## config.mk

```make
export PLATFORM = sky130hd
export DESIGN_NAME = priority_arbiter_4_req
export DESIGN_NICKNAME = d
export VERILOG_FILES = /design/src/rtl/priority_arbiter_4_req.sv
export SDC_FILE = /design/constraint.sdc
export NUM_CORES = 1
export LEC_CHECK = 0
export CAP_MARGIN = 20
export CORE_AREA = 10 10 62 89
export CTS_BUF_LIST = sky130_fd_sc_hd__clkbuf_8
export DETAILED_ROUTE_END_ITERATION = 10
export DIE_AREA = 0 0 72 99
export PLACE_DENSITY = 0.68
export SYNTH_ARGS = -nofsm -noshare
export SYNTH_HDL_FRONTEND = slang
export SYNTH_SLANG_ARGS = --single-unit
```

## constraint.sdc

```tcl
create_clock -name clk -period 2.1 [get_ports clk]
set_input_delay 0.315 -clock clk [delete_from_list [all_inputs] [get_ports clk]]
set_output_delay 0.315 -clock clk [all_outputs]
set_load 0.005 [all_outputs]
```

## src/rtl/priority_arbiter_4_req.sv

```systemverilog
// Four-way fixed-priority arbiter with starvation override, per-grant hold limit
// and forced revocation (timeout). Grants are registered; one idle cycle between owners.
module priority_arbiter_4_req #(
    parameter int MAX_WAIT = 8,
    parameter int HOLD_MAX = 16
) (
    input  logic       clk,
    input  logic       rst,
    input  logic [3:0] req,
    output logic [3:0] gnt,
    output logic [1:0] gnt_id,
    output logic       gnt_valid,
    output logic       timeout
);

    // state  | meaning
    // IDLE   | no owner; arbitrate eligible requests at the next edge
    // GRANT  | one owner holds gnt until it drops req or the hold limit expires
    typedef enum logic {ST_IDLE, ST_GRANT} state_t;

    localparam logic [3:0] MAX_WAIT_C = 4'(MAX_WAIT);
    localparam logic [4:0] HOLD_MAX_C = 5'(HOLD_MAX);

    state_t          r_state,     w_state_nxt;
    logic [3:0]      r_gnt,       w_gnt_nxt;
    logic [1:0]      r_gnt_id,    w_gnt_id_nxt;
    logic            r_gnt_valid, w_gnt_valid_nxt;
    logic            r_timeout,   w_timeout_nxt;
    logic [4:0]      r_hold,      w_hold_nxt;
    logic            r_excl,      w_excl_nxt;
    logic [1:0]      r_excl_id,   w_excl_id_nxt;
    logic [3:0][3:0] r_wait,      w_wait_nxt;

    logic [3:0] w_eligible;
    logic [3:0] w_starved;
    logic [3:0] w_pick;
    logic [1:0] w_win_id;
    logic       w_win_any;

    // A requester revoked by timeout sits out exactly one arbitration.
    always_comb begin
        w_eligible = req;
        if (r_excl) w_eligible[r_excl_id] = 1'b0;
        w_starved = '0;
        for (int i = 0; i < 4; i++) begin
            w_starved[i] = w_eligible[i] && (r_wait[i] >= MAX_WAIT_C);
        end
        w_pick    = (|w_starved) ? w_starved : w_eligible;
        w_win_any = |w_eligible;
        w_win_id  = 2'd0;
        for (int i = 0; i < 4; i++) begin
            if (w_pick[i]) w_win_id = 2'(i);
        end
    end

    always_comb begin
        w_state_nxt     = r_state;
        w_gnt_nxt       = r_gnt;
        w_gnt_id_nxt    = r_gnt_id;
        w_gnt_valid_nxt = r_gnt_valid;
        w_timeout_nxt   = 1'b0;
        w_hold_nxt      = r_hold;
        w_excl_nxt      = r_excl;
        w_excl_id_nxt   = r_excl_id;
        case (r_state)
            ST_IDLE: begin
                w_excl_nxt = 1'b0;
                if (w_win_any) begin
                    w_state_nxt     = ST_GRANT;
                    w_gnt_nxt       = 4'b0001 << w_win_id;
                    w_gnt_id_nxt    = w_win_id;
                    w_gnt_valid_nxt = 1'b1;
                    w_hold_nxt      = 5'd1;
                end
            end
            ST_GRANT: begin
                if (!req[r_gnt_id] || (r_hold == HOLD_MAX_C)) begin
                    w_state_nxt     = ST_IDLE;
                    w_gnt_nxt       = '0;
                    w_gnt_id_nxt    = 2'd0;
                    w_gnt_valid_nxt = 1'b0;
                    w_hold_nxt      = 5'd0;
                    if (req[r_gnt_id]) begin
                        w_timeout_nxt = 1'b1;
                        w_excl_nxt    = 1'b1;
                        w_excl_id_nxt = r_gnt_id;
                    end
                end else begin
                    w_hold_nxt = r_hold + 5'd1;
                end
            end
            default: w_state_nxt = ST_IDLE;
        endcase
    end

    always_comb begin
        w_wait_nxt = r_wait;
        for (int i = 0; i < 4; i++) begin
            if (!req[i] || r_gnt[i] || w_gnt_nxt[i]) begin
                w_wait_nxt[i] = 4'd0;
            end else if (r_wait[i] != 4'd15) begin
                w_wait_nxt[i] = r_wait[i] + 4'd1;
            end
        end
    end

    always_ff @(posedge clk or posedge rst) begin
        if (rst) begin
            r_state     <= ST_IDLE;
            r_gnt       <= '0;
            r_gnt_id    <= 2'd0;
            r_gnt_valid <= 1'b0;
            r_timeout   <= 1'b0;
            r_hold      <= 5'd0;
            r_excl      <= 1'b0;
            r_excl_id   <= 2'd0;
            r_wait      <= '0;
        end else begin
            r_state     <= w_state_nxt;
            r_gnt       <= w_gnt_nxt;
            r_gnt_id    <= w_gnt_id_nxt;
            r_gnt_valid <= w_gnt_valid_nxt;
            r_timeout   <= w_timeout_nxt;
            r_hold      <= w_hold_nxt;
            r_excl      <= w_excl_nxt;
            r_excl_id   <= w_excl_id_nxt;
            r_wait      <= w_wait_nxt;
        end
    end

    assign gnt       = r_gnt;
    assign gnt_id    = r_gnt_id;
    assign gnt_valid = r_gnt_valid;
    assign timeout   = r_timeout;

endmodule

```

==> results of run 1 <==
cell type report:
class | instances | share of cell area, %
timing repair buffer | 33 | 11.8
multi-input combinational | 145 | 44.7
inverter | 17 | 2.68
clock buffer | 6 | 3.47
clock inverter | 1 | 0.158
sequential | 33 | 34.9
tap | 45 | 2.37
how the worst max path moves through the flow:
| stage | startpoint | to | slack [ps] | cells after the start |
|---|---|---|---|---|
| after global placement | req[0] | r_wait[14]$_DFFE_PP0P_ | -90 | 6 |
| after detailed placement | req[2] | r_wait[14]$_DFFE_PP0P_ | -120 | 6 |
| after CTS | r_excl_id[0]$_DFFE_PP0P_ | r_wait[15]$_DFFE_PP0P_ | 40 | 5 |
| after global routing | r_excl_id[1]$_DFFE_PP0P_ | r_wait[2]$_DFFE_PP0P_ | -30 | 7 |
| final | r_excl_id[1]$_DFFE_PP0P_ | r_wait[2]$_DFFE_PP0P_ | 110 | 7 |
| after floorplan | r_excl_id[0]$_DFFE_PP0P_ | r_wait[7]$_DFFE_PP0P_ | 220 | 6 |
tightest hold or removal path, delay by kind of cell:
family / cells / cell delay, ps
buffers and inverters: 3 / 820
cells in the mapped netlist (all sizes together) (5+ instances only):
master and count:
o21ai 10, ha 10, nor3 12, dfrtp 33
nand2b 8, nor3b 5, nand2 13, a21oi 5
inv 17, nor2 14, nand3 10
timing repair:
action,in CTS,in global routing
endpoints found under the setup margin,0,16
resized for setup,0,9
buffers inserted,0,6
state kept, by name, indices dropped and copies added, names as in the netlist:
| signal | cells |
|---|---|
| gnt | 4 |
| r_state | 1 |
| r_excl_id | 2 |
| gnt_valid | 1 |
| r_wait | 16 |
| timeout | 1 |
| r_excl | 1 |
| r_hold | 5 |
| gnt_id | 2 |
cells in the final DEF, fill, tap and decap left out, drive strengths merged, types with 5 or more instances in the layout:
cell	count
dfrtp	33
buf	20
inv	18
nor2	14
clkdlybuf4s50	13
nand2	13
nor3	12
nand3	10
ha	10
o21ai	10
nand2b	8
clkbuf	6
a21oi	5
nor3b	5
cells by family after synthesis:
family,count (synthesis),synth area share [%]
and+or+nand+nor,81,24.7
AOI/OAI and AO/OA,43,15.7
DFF,33,42.9
buffers and inverters,20,3.97
adders and majority gates,10,6.51
muxes,7,4.42
xor gates and xnor gates,4,1.82
metal layers:
| layer | track usage, % | up-vias | share of wire [%] |
|---|---|---|---|
| met4 | 5.83 | 0 | 2.0 |
| met2 | 21.3 | 26 | 52 |
| met1 | 14.3 | 790 | 42 |
| met3 | 4.32 | 10 | 4.3 |
| li1 | - | 790 | - |
| met5 | 0 | - | 0 |
metrics by stage:
step	cells	utilization [%]	hold slack (ps)
floorplan	198	-	444
global placement	267	56.1	478
detailed placement	267	56.1	486
CTS	274	58.3	438
global route	280	60.6	467
finish	280	60.6	430
power breakdown:
| group | leakage, nW | switching (mW) | total, mW | internal (mW) |
|---|---|---|---|---|
| logic | 0.594 | 0.354 | 0.764 | 0.410 |
| clock network | 0.0485 | 0.209 | 0.464 | 0.254 |
| registers | 0.435 | 0.172 | 0.947 | 0.775 |
| total | 1.08 | 0.736 | 2.17 | 1.44 |
==> run_results.csv, run 1 <==
group,metric,value,unit
critical_path,worst-path-max-fanout,8,
critical_path,path_buf_inv,2,
clock_network,cts_sinks,33,
timing,skew,3.43,ps
global_routing,overflow,0,
layout,fill_cells,326,
timing,slew-limit-headroom,66.7,%
floorplanning,start_util,49.0,%
global_routing,grt_pass1_wl,7.53,mm
placed_design,io_buffers,13,
run,maxCapViolations,0,
timing,worst_pin_slew,496,ps
global_routing,grt_max_degree,34,
drt,drt_wl_total,4.35,mm
critical_path,crit_path_top_delay_cell,"dfrtp_2",
critical_path,critical_path_arrival,2150,ps
clock_network,h-tree-depth,2,
clock_network,cts_root_buffer,"clkbuf_8",
yosys,synthTopCellsByArea,"dfrtp_1 43%, ha_1 6.5%, inv_1 3.3%",
hold_path,min_path_type,"in -> async",
drt,drcViolationCount,0,
layout,num-nets-final,251,
placed_design,dp.final_hpwl,3.23,mm
yosys,synth_seq_area_share,42.9,%
yosys,syn_area,1920,um^2
yosys,syn_inst,198,
global_routing,grt_use_total,12.8,%
drt,first_iter_violations,73,
yosys,avgSynthCellArea,9.71,um^2
layout,drive_gt1_share,18.3,%
floorplanning,coreArea,3920,um^2
yosys,netlist.area_leader.share,42.9,%
timing,hold_viol_final,0,
power,ir_drop,0.000610,V
timing,setup_viol,0,
yosys,synth_edf_count,0,
floorplanning,row_count,28,
timing,period_minus_slack,1990,ps
drt,post_drt_via_cell_ratio,5.77,
clock_network,ctsHoldBuffers,0,
layout,syn_to_final_growth,23.7,%
yosys,yosysTopAreaCell,"dfrtp_1",
critical_path,worstSetupEndpointType,"flop",
critical_path,worstPathCellList,"nand2b_1 > o32ai_2 > o32a_1 > buf_4 > nor3_1 > buf_4 > nor3_1",
timing,fmax,502,MHz
critical_path,r2r_slack,110,ps
critical_path,cp_top_family,"simple AND/OR/NAND/NOR gates",
clock_network,clk_latency,280,ps
critical_path,rr_startpoint,"r_excl_id[1]$_DFFE_PP0P_",
power,power_leakage,1.08,nW
layout,num_antenna_cells,0,
timing,maxSlewViolCount,0,
global_routing,antenna_found_initial,0,
floorplanning,ios,14,
timing,fin_crit_sh,94.8,%
drt,drtAntennaViolNets,0,
yosys,syn_nets,214,
drt,wl_per_cell,15.6,um
clock_network,cts_tree,"done",
yosys,synth_flop_cell,"dfrtp_1",
critical_path,critical_path.startpoint_type,"flop",
placed_design,gp_congestion,0.944,
clock_network,clk_path_buf_depth,2,
critical_path,worstSetupPathType,"reg -> reg",
critical_path,slowest_delay,460,ps
yosys,ys_seq_elements,33,
global_routing,grt_pass1_vias,1639,
clock_network,cts_buffers,5,
timing,fin_tns_setup,0,ps
critical_path,worstPathRequired,2260,ps
clock_network,clk_pin_slew,60,ps
floorplanning,die-area,7130,um^2
placed_design,dp_slack,-120,ps
status,status,"finished, final reports clean",
yosys,async_flop_share,100,%
layout,multi_input_area,1060,um^2
drt,dr.pass1.iters,4,
yosys,ys_types,48,
timing,fin_ws,109,ps
floorplanning,die_w,72,um
layout,regArea,830,um^2
critical_path,reg2reg_depth,7,
floorplanning,die_y,99,um
placed_design,dpl-instance-area,2200,um^2
power,p_per_area,914,nW/um^2
critical_path,r2r_end,"r_wait[2]$_DFFE_PP0P_",
power,finalPower,2.17,mW
yosys,yosys_warnings,0,
layout,design_area,2380,um^2
drt,num_vias,1616,
(Power assumes the default switching activity.)
==> inputs of run 2 (changes only) <==
--- a/config.mk
+++ b/config.mk
@@ -6,11 +6,11 @@
 export NUM_CORES = 1
 export LEC_CHECK = 0
 export CAP_MARGIN = 20
-export CORE_AREA = 10 10 62 89
+export CORE_AREA = 10 10 74 76
 export CTS_BUF_LIST = sky130_fd_sc_hd__clkbuf_8
 export DETAILED_ROUTE_END_ITERATION = 10
-export DIE_AREA = 0 0 72 99
-export PLACE_DENSITY = 0.68
+export DIE_AREA = 0 0 84 86
+export PLACE_DENSITY = 0.67
 export SYNTH_ARGS = -nofsm -noshare
 export SYNTH_HDL_FRONTEND = slang
 export SYNTH_SLANG_ARGS = --single-unit
==> constraint.sdc (replaced) <==
create_clock -name clk -period 2.1 [get_ports clk]
set_input_delay 0.315 -clock clk [delete_from_list [all_inputs] [get_ports clk]]
set_output_delay 0.315 -clock clk [all_outputs]
set_load 0.1 [all_outputs]
==> run 2 against run 1 <==
  * Largest cell class unchanged
  * Global-route usage shrank 0.35 points
  * Highest routed layer unchanged
  * Sequential power is essentially flat
  * First-iteration DRC count grew 41%
  * Setup slack lost 24 ps
  * Critical endpoint is now r_wait[7]$_DFFE_PP0P_
  * Largest power group is now combinational cells
  * Core utilization shrank 2.7 points
==> run_results.csv, run 2 (synthesis results as in run 1) <==
group,metric,value,unit
status,status,"finished, final reports clean",
placed_design,dp.final_hpwl,3.35,mm
power,internal-power,1.36,mW
timing,setup_viol,0,
critical_path,r2r_end,"r_wait[7]$_DFFE_PP0P_",
global_routing,antenna_found_initial,0,
floorplanning,row_count,23,
power,ir_drop,0.000521,V
timing,fin_tns_setup,0,ps
global_routing,grt_use_total,12.5,%
power,pwr-share-clk,19.2,%
critical_path,reg2reg_depth,5,
global_routing,overflow,0,
drt,dr.pass1.iters,4,
critical_path,worst-path-max-fanout,9,
timing,worst_pin_slew,501,ps
timing,period_minus_slack,2020,ps
floorplanning,die-area,7220,um^2
placed_design,placed_cells_incl_taps,273,
layout,layout_commonest_cell,"dfrtp_1",
layout,regMostFlops,"r_wait",
placed_design,dpl-instance-area,2200,um^2
layout,num_antenna_cells,0,
timing,hold_viol_final,0,
critical_path,rr_startpoint,"r_excl$_DFFE_PP0P_",
layout,design_area,2300,um^2
clock_network,cts-resized-gates,0,
timing,fmax,496,MHz
placed_design,gp_congestion,1.05,
clock_network,clk_latency,300,ps
drt,wl_met2,2.13,mm
timing,slew-limit-headroom,66.4,%
drt,first_iter_violations,103,
drt,drcViolationCount,0,
layout,syn_to_final_growth,19.6,%
critical_path,critical_path.startpoint_type,"flop",
run,maxCapViolations,0,
power,sequentialPowerShare,37.5,%
clock_network,cts_buffers,5,
power,pwr-share-comb,43.4,%
drt,drt_wl_total,4.45,mm
hold_path,min_path_type,"in -> async",
floorplanning,die_y,86,um
critical_path,worstPathRequired,2310,ps
timing,maxSlewViolCount,0,
drt,routed.top_layer,"met4",
critical_path,worstSetupEndpointType,"flop",
critical_path,worstSetupPathType,"reg -> reg",
clock_network,cts_tree,"done",
layout,drive_gt1_share,19.5,%
layout,stdcell_count,281,
drt,wl_met1,1.97,mm
power,p_switching,1.17,mW
timing,skew,5.53,ps
timing,fin_crit_sh,96.0,%
floorplanning,die_w,84,um
drt,num_vias,1655,
clock_network,cts_sinks,33,
drt,wl_met3,290,um
drt,wl_per_cell,15.8,um
floorplanning,coreArea,3970,um^2
critical_path,critical_path_arrival,2220,ps
placed_design,io_buffers,13,
power,finalPower,2.53,mW
clock_network,h-tree-depth,2,
global_routing,grt_max_degree,22,
clock_network,cts_root_buffer,"clkbuf_8",
drt,post_drt_via_cell_ratio,5.89,
critical_path,slowest_delay,560,ps
power,p_per_area,1100,nW/um^2
power,power_leakage,1.06,nW
clock_network,post-cts-setup-buffer-count,0,
global_routing,grt_pass1_wl,7.45,mm
layout,mostFrequentLayoutCells,"31 x dfrtp_1, 23 x buf_4, 17 x inv_1",
critical_path,crit_path_top_delay_cell,"or4b_4",
critical_path,worstPathCellList,"nand2_1 > nor3b_1 > or4b_4 > and3b_4 > nor4_4",
layout,num-nets-final,246,
power,swShare,46.2,%
floorplanning,ios,14,
layout,final_util,57.9,%
clock_network,clk_path_buf_depth,2,
global_routing,grt_pass1_vias,1663,
clock_network,clk_pin_slew,70,ps
drt,drtAntennaViolNets,0,
floorplanning,start_util,48.4,%
critical_path,r2r_slack,80,ps
layout,largest_register_ffs,16,
clock_network,ctsHoldBuffers,0,
## run 2: per-layer routing
layer | global-route usage, % | vias up
li1 | - | 779
met3 | 4.26 | 6
met5 | 0 | -
met1 | 14.3 | 820
met4 | 5.78 | 0
met2 | 20.6 | 50
## run 2: area by class of cell
class	instances	area, um^2
Sequential cell	33	828
Clock inverter	3	17.5
Tap cell	50	62.6
Clock buffer	5	68.8
Timing Repair Buffer	28	223
Inverter	17	63.8
Fill cell	332	1670
Multi-Input combinational cell	145	1040
## run 2: per-stage QoR
stage | worst slack (ps) | hold slack (ps)
floorplan | 25.0 | 444
global placement | -91.1 | 490
detailed placement | -131 | 494
CTS | 57.6 | 353
global route | -11.1 | 360
finish | 84.8 | 346
## run 2: how the worst max path moves through the flow
| stage | cells after the start | from | slack [ps] | endpoint |
|---|---|---|---|---|
| 4_1_cts | 5 | r_excl_id[0]$_DFFE_PP0P_ | 60 | r_wait[7]$_DFFE_PP0P_ |
| 6_report | 5 | r_excl$_DFFE_PP0P_ | 80 | r_wait[7]$_DFFE_PP0P_ |
| 2_1_floorplan | 5 | gnt_id[1]$_DFFE_PP0P_ | 30 | gnt_id[1]$_DFFE_PP0P_ |
| 3_5_place_dp | 6 | req[1] | -130 | r_wait[7]$_DFFE_PP0P_ |
| 5_1_grt | 6 | r_excl$_DFFE_PP0P_ | -10 | r_wait[12]$_DFFE_PP0P_ |
| 3_3_place_gp | 6 | req[1] | -90 | r_wait[7]$_DFFE_PP0P_ |
## run 2: power groups by stage
stage | clock network, mW | logic, mW | registers (mW)
6_report | 0.484 | 1.10 | 0.946
5_1_grt | 0.526 | 1.18 | 0.972
4_1_cts | 0.496 | 1.10 | 0.945
3_5_place_dp | 0 | 1.10 | 0.957
3_3_place_gp | 0 | 1.06 | 0.942
2_1_floorplan | 0 | 0.428 | 1.29
## run 2: critical path: cells and delay by family, from the launching register on
family           cells  cell delay [ps]
flip-flops           1              510
AND/OR/NAND/NOR      5             1420
==> inputs of run 3 (changes only) <==
--- a/config.mk
+++ b/config.mk
@@ -5,7 +5,7 @@
 export SDC_FILE = /design/constraint.sdc
 export NUM_CORES = 1
 export LEC_CHECK = 0
-export CAP_MARGIN = 20
+export CAP_MARGIN = 30
 export CORE_AREA = 10 10 74 76
 export CTS_BUF_LIST = sky130_fd_sc_hd__clkbuf_8
 export DETAILED_ROUTE_END_ITERATION = 10
==> results of run 3 <==
No change in the layout: final DEF, timing and power equal those of run 2.
